===== config.mk =====
export PLATFORM = sky130hd
export DESIGN_NAME = axibus2rambus
export DESIGN_NICKNAME = d
export VERILOG_FILES = /design/src/rtl/axibus2rambus.sv
export SDC_FILE = /design/constraint.sdc
export NUM_CORES = 1
export LEC_CHECK = 0
export CORE_MARGIN = 2
export CORE_UTILIZATION = 38
export DETAILED_ROUTE_END_ITERATION = 16
export PLACE_DENSITY = 0.77
export SYNTH_ARGS = -nofsm -noshare
export SYNTH_HDL_FRONTEND = slang
export SYNTH_SLANG_ARGS = --single-unit

===== constraint.sdc =====
create_clock -name I_clk -period 1.9 [get_ports I_clk]
set_input_delay 0.475 -clock I_clk [delete_from_list [all_inputs] [get_ports I_clk]]
set_output_delay 0.475 -clock I_clk [all_outputs]
set_load 0.01 [all_outputs]

===== src/rtl/axibus2rambus.sv =====
// Single-burst AXI4 read master: fetches I_len beats from I_base_addr and writes them to the ibuf RAM from address 0.
// Define AXIBUS2RAMBUS_RESP_CHK_EN to add a sticky O_err for bad rresp or misplaced rlast.
module axibus2rambus #(
  parameter int C_M_AXI_ID_WIDTH   = 1,
  parameter int C_M_AXI_LEN_WIDTH  = 8,
  parameter int C_M_AXI_SIZE_WIDTH = 3,
  parameter int C_M_AXI_ADDR_WIDTH = 32,
  parameter int C_M_AXI_DATA_WIDTH = 128,
  parameter int C_RAM_ADDR_WIDTH   = 10,
  parameter int C_RAM_DATA_WIDTH   = 128
) (
  input  logic                          I_clk,
  input  logic                          I_rst_n,
  input  logic                          I_ap_start,
  output logic                          O_ap_done,
  output logic                          O_ap_idle,
  output logic                          O_ap_ready,
  input  logic [C_M_AXI_ADDR_WIDTH-1:0] I_base_addr,
  input  logic [C_RAM_ADDR_WIDTH-1:0]   I_len,
  output logic [C_M_AXI_ID_WIDTH-1:0]   O_maxi_arid,
  output logic [C_M_AXI_ADDR_WIDTH-1:0] O_maxi_araddr,
  output logic [C_M_AXI_LEN_WIDTH-1:0]  O_maxi_arlen,
  output logic [C_M_AXI_SIZE_WIDTH-1:0] O_maxi_arsize,
  output logic [1:0]                    O_maxi_arburst,
  output logic                          O_maxi_arvalid,
  input  logic                          I_maxi_arready,
  input  logic [C_M_AXI_DATA_WIDTH-1:0] I_maxi_rdata,
  input  logic [1:0]                    I_maxi_rresp,
  input  logic                          I_maxi_rlast,
  input  logic                          I_maxi_rvalid,
  output logic                          O_maxi_rready,
  output logic [C_RAM_ADDR_WIDTH-1:0]   O_waddr,
  output logic                          O_wr,
  output logic [C_RAM_DATA_WIDTH-1:0]   O_wdata
`ifdef AXIBUS2RAMBUS_RESP_CHK_EN
  ,output logic                         O_err
`endif
);

  typedef enum logic [2:0] {IDLE, AR, RD, FIN, DONE} state_t;

  localparam logic [C_RAM_ADDR_WIDTH-1:0] ONE = C_RAM_ADDR_WIDTH'(1);

  state_t                      state, state_next;
  logic [C_RAM_ADDR_WIDTH-1:0] s_len;
  logic [C_RAM_ADDR_WIDTH-1:0] beat_cnt;
  logic                        beat_ok;
  logic                        last_beat;

  assign O_maxi_arid    = '0;
  assign O_maxi_arburst = 2'b01;
  assign O_maxi_arsize  = C_M_AXI_SIZE_WIDTH'($clog2(C_M_AXI_DATA_WIDTH / 8));

  assign beat_ok   = (state == RD) && I_maxi_rvalid && O_maxi_rready;
  // Termination follows the beat count only; rlast is never trusted for it.
  assign last_beat = (beat_cnt == s_len - ONE);

`ifndef AXIBUS2RAMBUS_RESP_CHK_EN
  logic unused_resp;
  assign unused_resp = ^{I_maxi_rresp, I_maxi_rlast};
`endif

  always_ff @(posedge I_clk or negedge I_rst_n) begin
    if (!I_rst_n) state <= IDLE;
    else          state <= state_next;
  end

  always_comb begin
    state_next = state;
    case (state)
      IDLE: if (I_ap_start) state_next = (I_len == '0) ? FIN : AR;
      AR:   if (I_maxi_arready) state_next = RD;
      RD:   if (beat_ok && last_beat) state_next = FIN;
      FIN:  state_next = DONE;
      DONE: if (!I_ap_start) state_next = IDLE;
      default: state_next = IDLE;
    endcase
  end

  always_ff @(posedge I_clk or negedge I_rst_n) begin
    if (!I_rst_n) begin
      O_ap_done      <= 1'b0;
      O_ap_ready     <= 1'b0;
      O_ap_idle      <= 1'b1;
      O_maxi_araddr  <= '0;
      O_maxi_arlen   <= '0;
      O_maxi_arvalid <= 1'b0;
      O_maxi_rready  <= 1'b0;
      O_wr           <= 1'b0;
      O_waddr        <= '0;
      O_wdata        <= '0;
      s_len          <= '0;
      beat_cnt       <= '0;
`ifdef AXIBUS2RAMBUS_RESP_CHK_EN
      O_err          <= 1'b0;
`endif
    end else begin
      O_wr       <= 1'b0;
      O_ap_done  <= 1'b0;
      O_ap_ready <= 1'b0;
      case (state)
        IDLE: if (I_ap_start) begin
          O_maxi_araddr  <= I_base_addr;
          O_maxi_arlen   <= C_M_AXI_LEN_WIDTH'(I_len - ONE);
          O_maxi_arvalid <= (I_len != '0);
          s_len          <= I_len;
          beat_cnt       <= '0;
          O_ap_idle      <= 1'b0;
`ifdef AXIBUS2RAMBUS_RESP_CHK_EN
          O_err          <= 1'b0;
`endif
        end
        AR: if (I_maxi_arready) begin
          O_maxi_arvalid <= 1'b0;
          O_maxi_rready  <= 1'b1;
        end
        RD: if (beat_ok) begin
          O_wr     <= 1'b1;
          O_waddr  <= beat_cnt;
          O_wdata  <= C_RAM_DATA_WIDTH'(I_maxi_rdata);
          beat_cnt <= beat_cnt + ONE;
          if (last_beat) O_maxi_rready <= 1'b0;
`ifdef AXIBUS2RAMBUS_RESP_CHK_EN
          if ((I_maxi_rresp != 2'b00) || (I_maxi_rlast != last_beat)) O_err <= 1'b1;
`endif
        end
        FIN: begin
          O_ap_done  <= 1'b1;
          O_ap_ready <= 1'b1;
        end
        DONE: if (!I_ap_start) O_ap_idle <= 1'b1;
        default: ;
      endcase
    end
  end

endmodule


==> key figures <==
Status
  • Status: finished, violations left
  • Violated checks: negative setup slack

Global routing
  • Met3 Usage GRT: 6.05%
  • Initial antenna violation count: 0
  • Met1 Use GR: 22.2%
  • Total gr overflow: 0
  • Pin count of the biggest net entering global routing: 55
  • Vias in the first global route: 6507
  • M2 GR Usage: 33.6%
  • GRT Total Usage: 19.2%
  • Global routing's busiest layer: met2
  • First-pass GRT wire length: 34500 um

Layout
  • Post-route insts no fill: 1351
  • Layout area overhead: 63.3%
  • Final net count: 1237
  • Share of layout cells above drive strength 1: 23.8%
  • Most common cell after layout, fill and taps aside: dfrtp_1
  • Most frequent cells in the layout: dfrtp_1 (205), clkdlybuf4s50_1 (193), mux2_2 (139)
  • Antenna cells: 0

Synth
  • Most area-hungry cell type in the Yosys netlist: dfrtp_1
  • Post-Syn Area: 8290 um2
  • Top cells by area, synth: dfrtp_1 (62%), mux2_2 (19%), nand2_1 (6.0%)
  • Post-synth top area share: 61.9%
  • Async set or reset register ratio after synthesis: 100%
  • Synthesized flop and latch total: 206
  • Top_reg_cell synth: dfrtp_1
  • Post-Synthesis Cells: 644
  • Post-synth EDFFs: 0
  • Synth warn: 0
  • Register area share after synthesis: 62.2%
  • Syn Area/Cell: 12.9 um2
  • Cell variety after synth: 52

Setup path
  • Worst Setup SP: s_len[0]
  • Critical path class: register to register
  • Worst EP arrival: 2.35 ns
  • R2r startpoint: s_len[0]
  • CP max FO: 3
  • Crit end category: register
  • Startpoint Class: register
  • CP Data Required Time: 2.29 ns

Power and ir drop
  • Clk pwr share: 21.1%
  • Comb pwr share: 43.8%
  • Peak supply drop: 984 uV
  • Internal power: 0.0145 W
  • Leak pwr: 6.87 nW
  • NetSw: 0.00695 W
  • Sw frac: 32.4%
  • Sequential share of power: 35.1%
  • Power per Cell Area: 1580 nW/um2

Floorplanning
  • IO Pins: 368
  • Initial Util: 38.4%
  • Die ar.: 23000 um2
  • Core Box Area: 21600 um2
  • Die H: 152 um
  • # rows: 54
  • DIE WIDTH: 152 um

STA
  • Fmax achieved: 511 MHz
  • Final Hold Vio Count: 0
  • Setup ws final: -0.0575 ns
  • Setup violations, final: 1
  • Setup tns final: -0.0575 ns
  • RSZ-0062 raised after global routing: true
  • Tmin final: 1.96 ns
  • Hold_ws: 0.463 ns
  • Slew Viols, Final: 0
  • Part of the cycle the worst path needs: 103%
  • Clock Skews: 0.00585 ns

Place
  • Placed cells: 1309
  • HPWL after DPL: 17200 um
  • Final RePlAce weighted congestion: 0.797
  • I/O Buffers: 358

Routing
  • DR vias: 6356
  • Residual DRC count: 0
  • DRT iter0 DRCs: 160
  • Post-route ant nets: 0
  • Final WL: 23200 um
  • Vias per inst: 4.70
  • Wire per inst: 17.1 um
  • Pre-antenna DRT Iters: 4

Job
  • Number of max-cap violations: 0

Clocking
  • Cts bufs inserted: 23
  • Worst-path clk slew: 0.06 ns
  • H-tree Lvls: 1
  • Clock Root Buffer: clkbuf_16
  • CTS sink count: 206
  • Clock Path Buffers: 3
  • Worst-Skew Late Latency: 0.50 ns
  • CTS tree: yes

Min path
  • Hold_sp: O_ap_idle
  • Min-delay worst type: register to register
## worst paths after layout
| kind | cells after the start | slack [ns] | to |
|---|---|---|---|
| setup / recovery | 6 | -0.06 | O_maxi_rready |
| setup reg to reg | 6 | -0.06 | O_maxi_rready |
| max in group asynchronous | 3 | 0.78 | O_ap_idle |
| hold reg to reg | 2 | 0.46 | O_ap_idle |
| hold / removal | 2 | 0.46 | O_ap_idle |
| min in group asynchronous | 2 | 0.47 | O_maxi_araddr[14] |
## stage by stage
stage	cell area, um2	utilization [%]	power (W)	setup slack (ns)
CTS	13300	61.7	0.0220	-0.0313
detailed placement	12700	58.5	0.0179	-0.509
global route	13500	62.6	0.0228	-0.145
finish	13500	62.6	0.0215	-0.0575
global placement	12700	58.5	0.0176	-0.463
floorplan	8320	-	0.0120	-0.0228
## synth_stat cells, drive strengths merged, types with 2 or more instances
library cell / count
a211oi: 2
and3: 4
buf: 31
clkbuf: 8
conb: 2
dfrtp: 205
ha: 4
inv: 8
mux2: 139
nand2: 133
nand3: 3
nand3b: 2
nand4: 6
nor2: 18
nor3: 5
nor3b: 2
nor4: 3
nor4b: 2
o21ai: 17
or2: 2
or4: 2
xnor2: 11
xor2: 13
## registers in the layout (all words and copies together) (netlist names)
name            cells
O_maxi_araddr      32
O_ap_idle           1
O_maxi_arlen        8
state               3
O_ap_ready          1
beat_cnt           10
O_wr                1
O_waddr            10
O_maxi_arvalid      1
O_maxi_rready       1
s_len              10
O_wdata           128
## cell families after synthesis
group | after synthesis | synth area share, %
AOI/OAI and AO/OA | 31 | 2.47
xor gates and xnor gates | 24 | 2.54
adders and majority gates | 4 | 0.604
buffers and inverters | 47 | 2.81
DFF | 206 | 62.2
muxes | 140 | 19.0
other | 2 | 0.0906
and+or+nand+nor | 190 | 10.3
## final cells by class
cell class | count | area [um2]
Sequential cell | 206 | 5160
Clock inverter | 11 | 140
Tap cell | 280 | 350
Clock buffer | 30 | 632
Timing Repair Buffer | 421 | 4270
Fill cell | 1738 | 8080
Multi-Input combinational cell | 395 | 2970
Inverter | 8 | 30.0
## power by group through the flow
stage          Combinational (W)  Sequential (W)  Clock [W]
2_1_floorplan            0.00357         0.00846          0
3_3_place_gp              0.0101         0.00755          0
6_report                 0.00939         0.00754    0.00453
4_1_cts                  0.00971         0.00759    0.00466
5_1_grt                   0.0102         0.00780    0.00484
3_5_place_dp              0.0102         0.00768          0
## worst max-delay path, stage by stage (launching register included)
cell,delay [ns]
dfrtp_1,0.43
inv_1,0.11
ha_4,0.28
xor2_1,0.18
nand4_1,0.12
or4_4,0.43
o32a_1,0.30
## layer usage
metal / vias to the layer above / routed length, um
li1: 2996 / -
met1: 3062 / 8690
met2: 255 / 11700
met3: 43 / 2210
met4: 0 / 569
met5: - / 0
## what timing repair did
item	CTS	global route
pin swaps	3	0
gates resized for setup	90	78
hold endpoints to repair	32	0
endpoints found under the setup margin	89	79
hold buffers	1	0
setup buffers	0	0
Note: power is estimated with default switching activity, not from simulation.
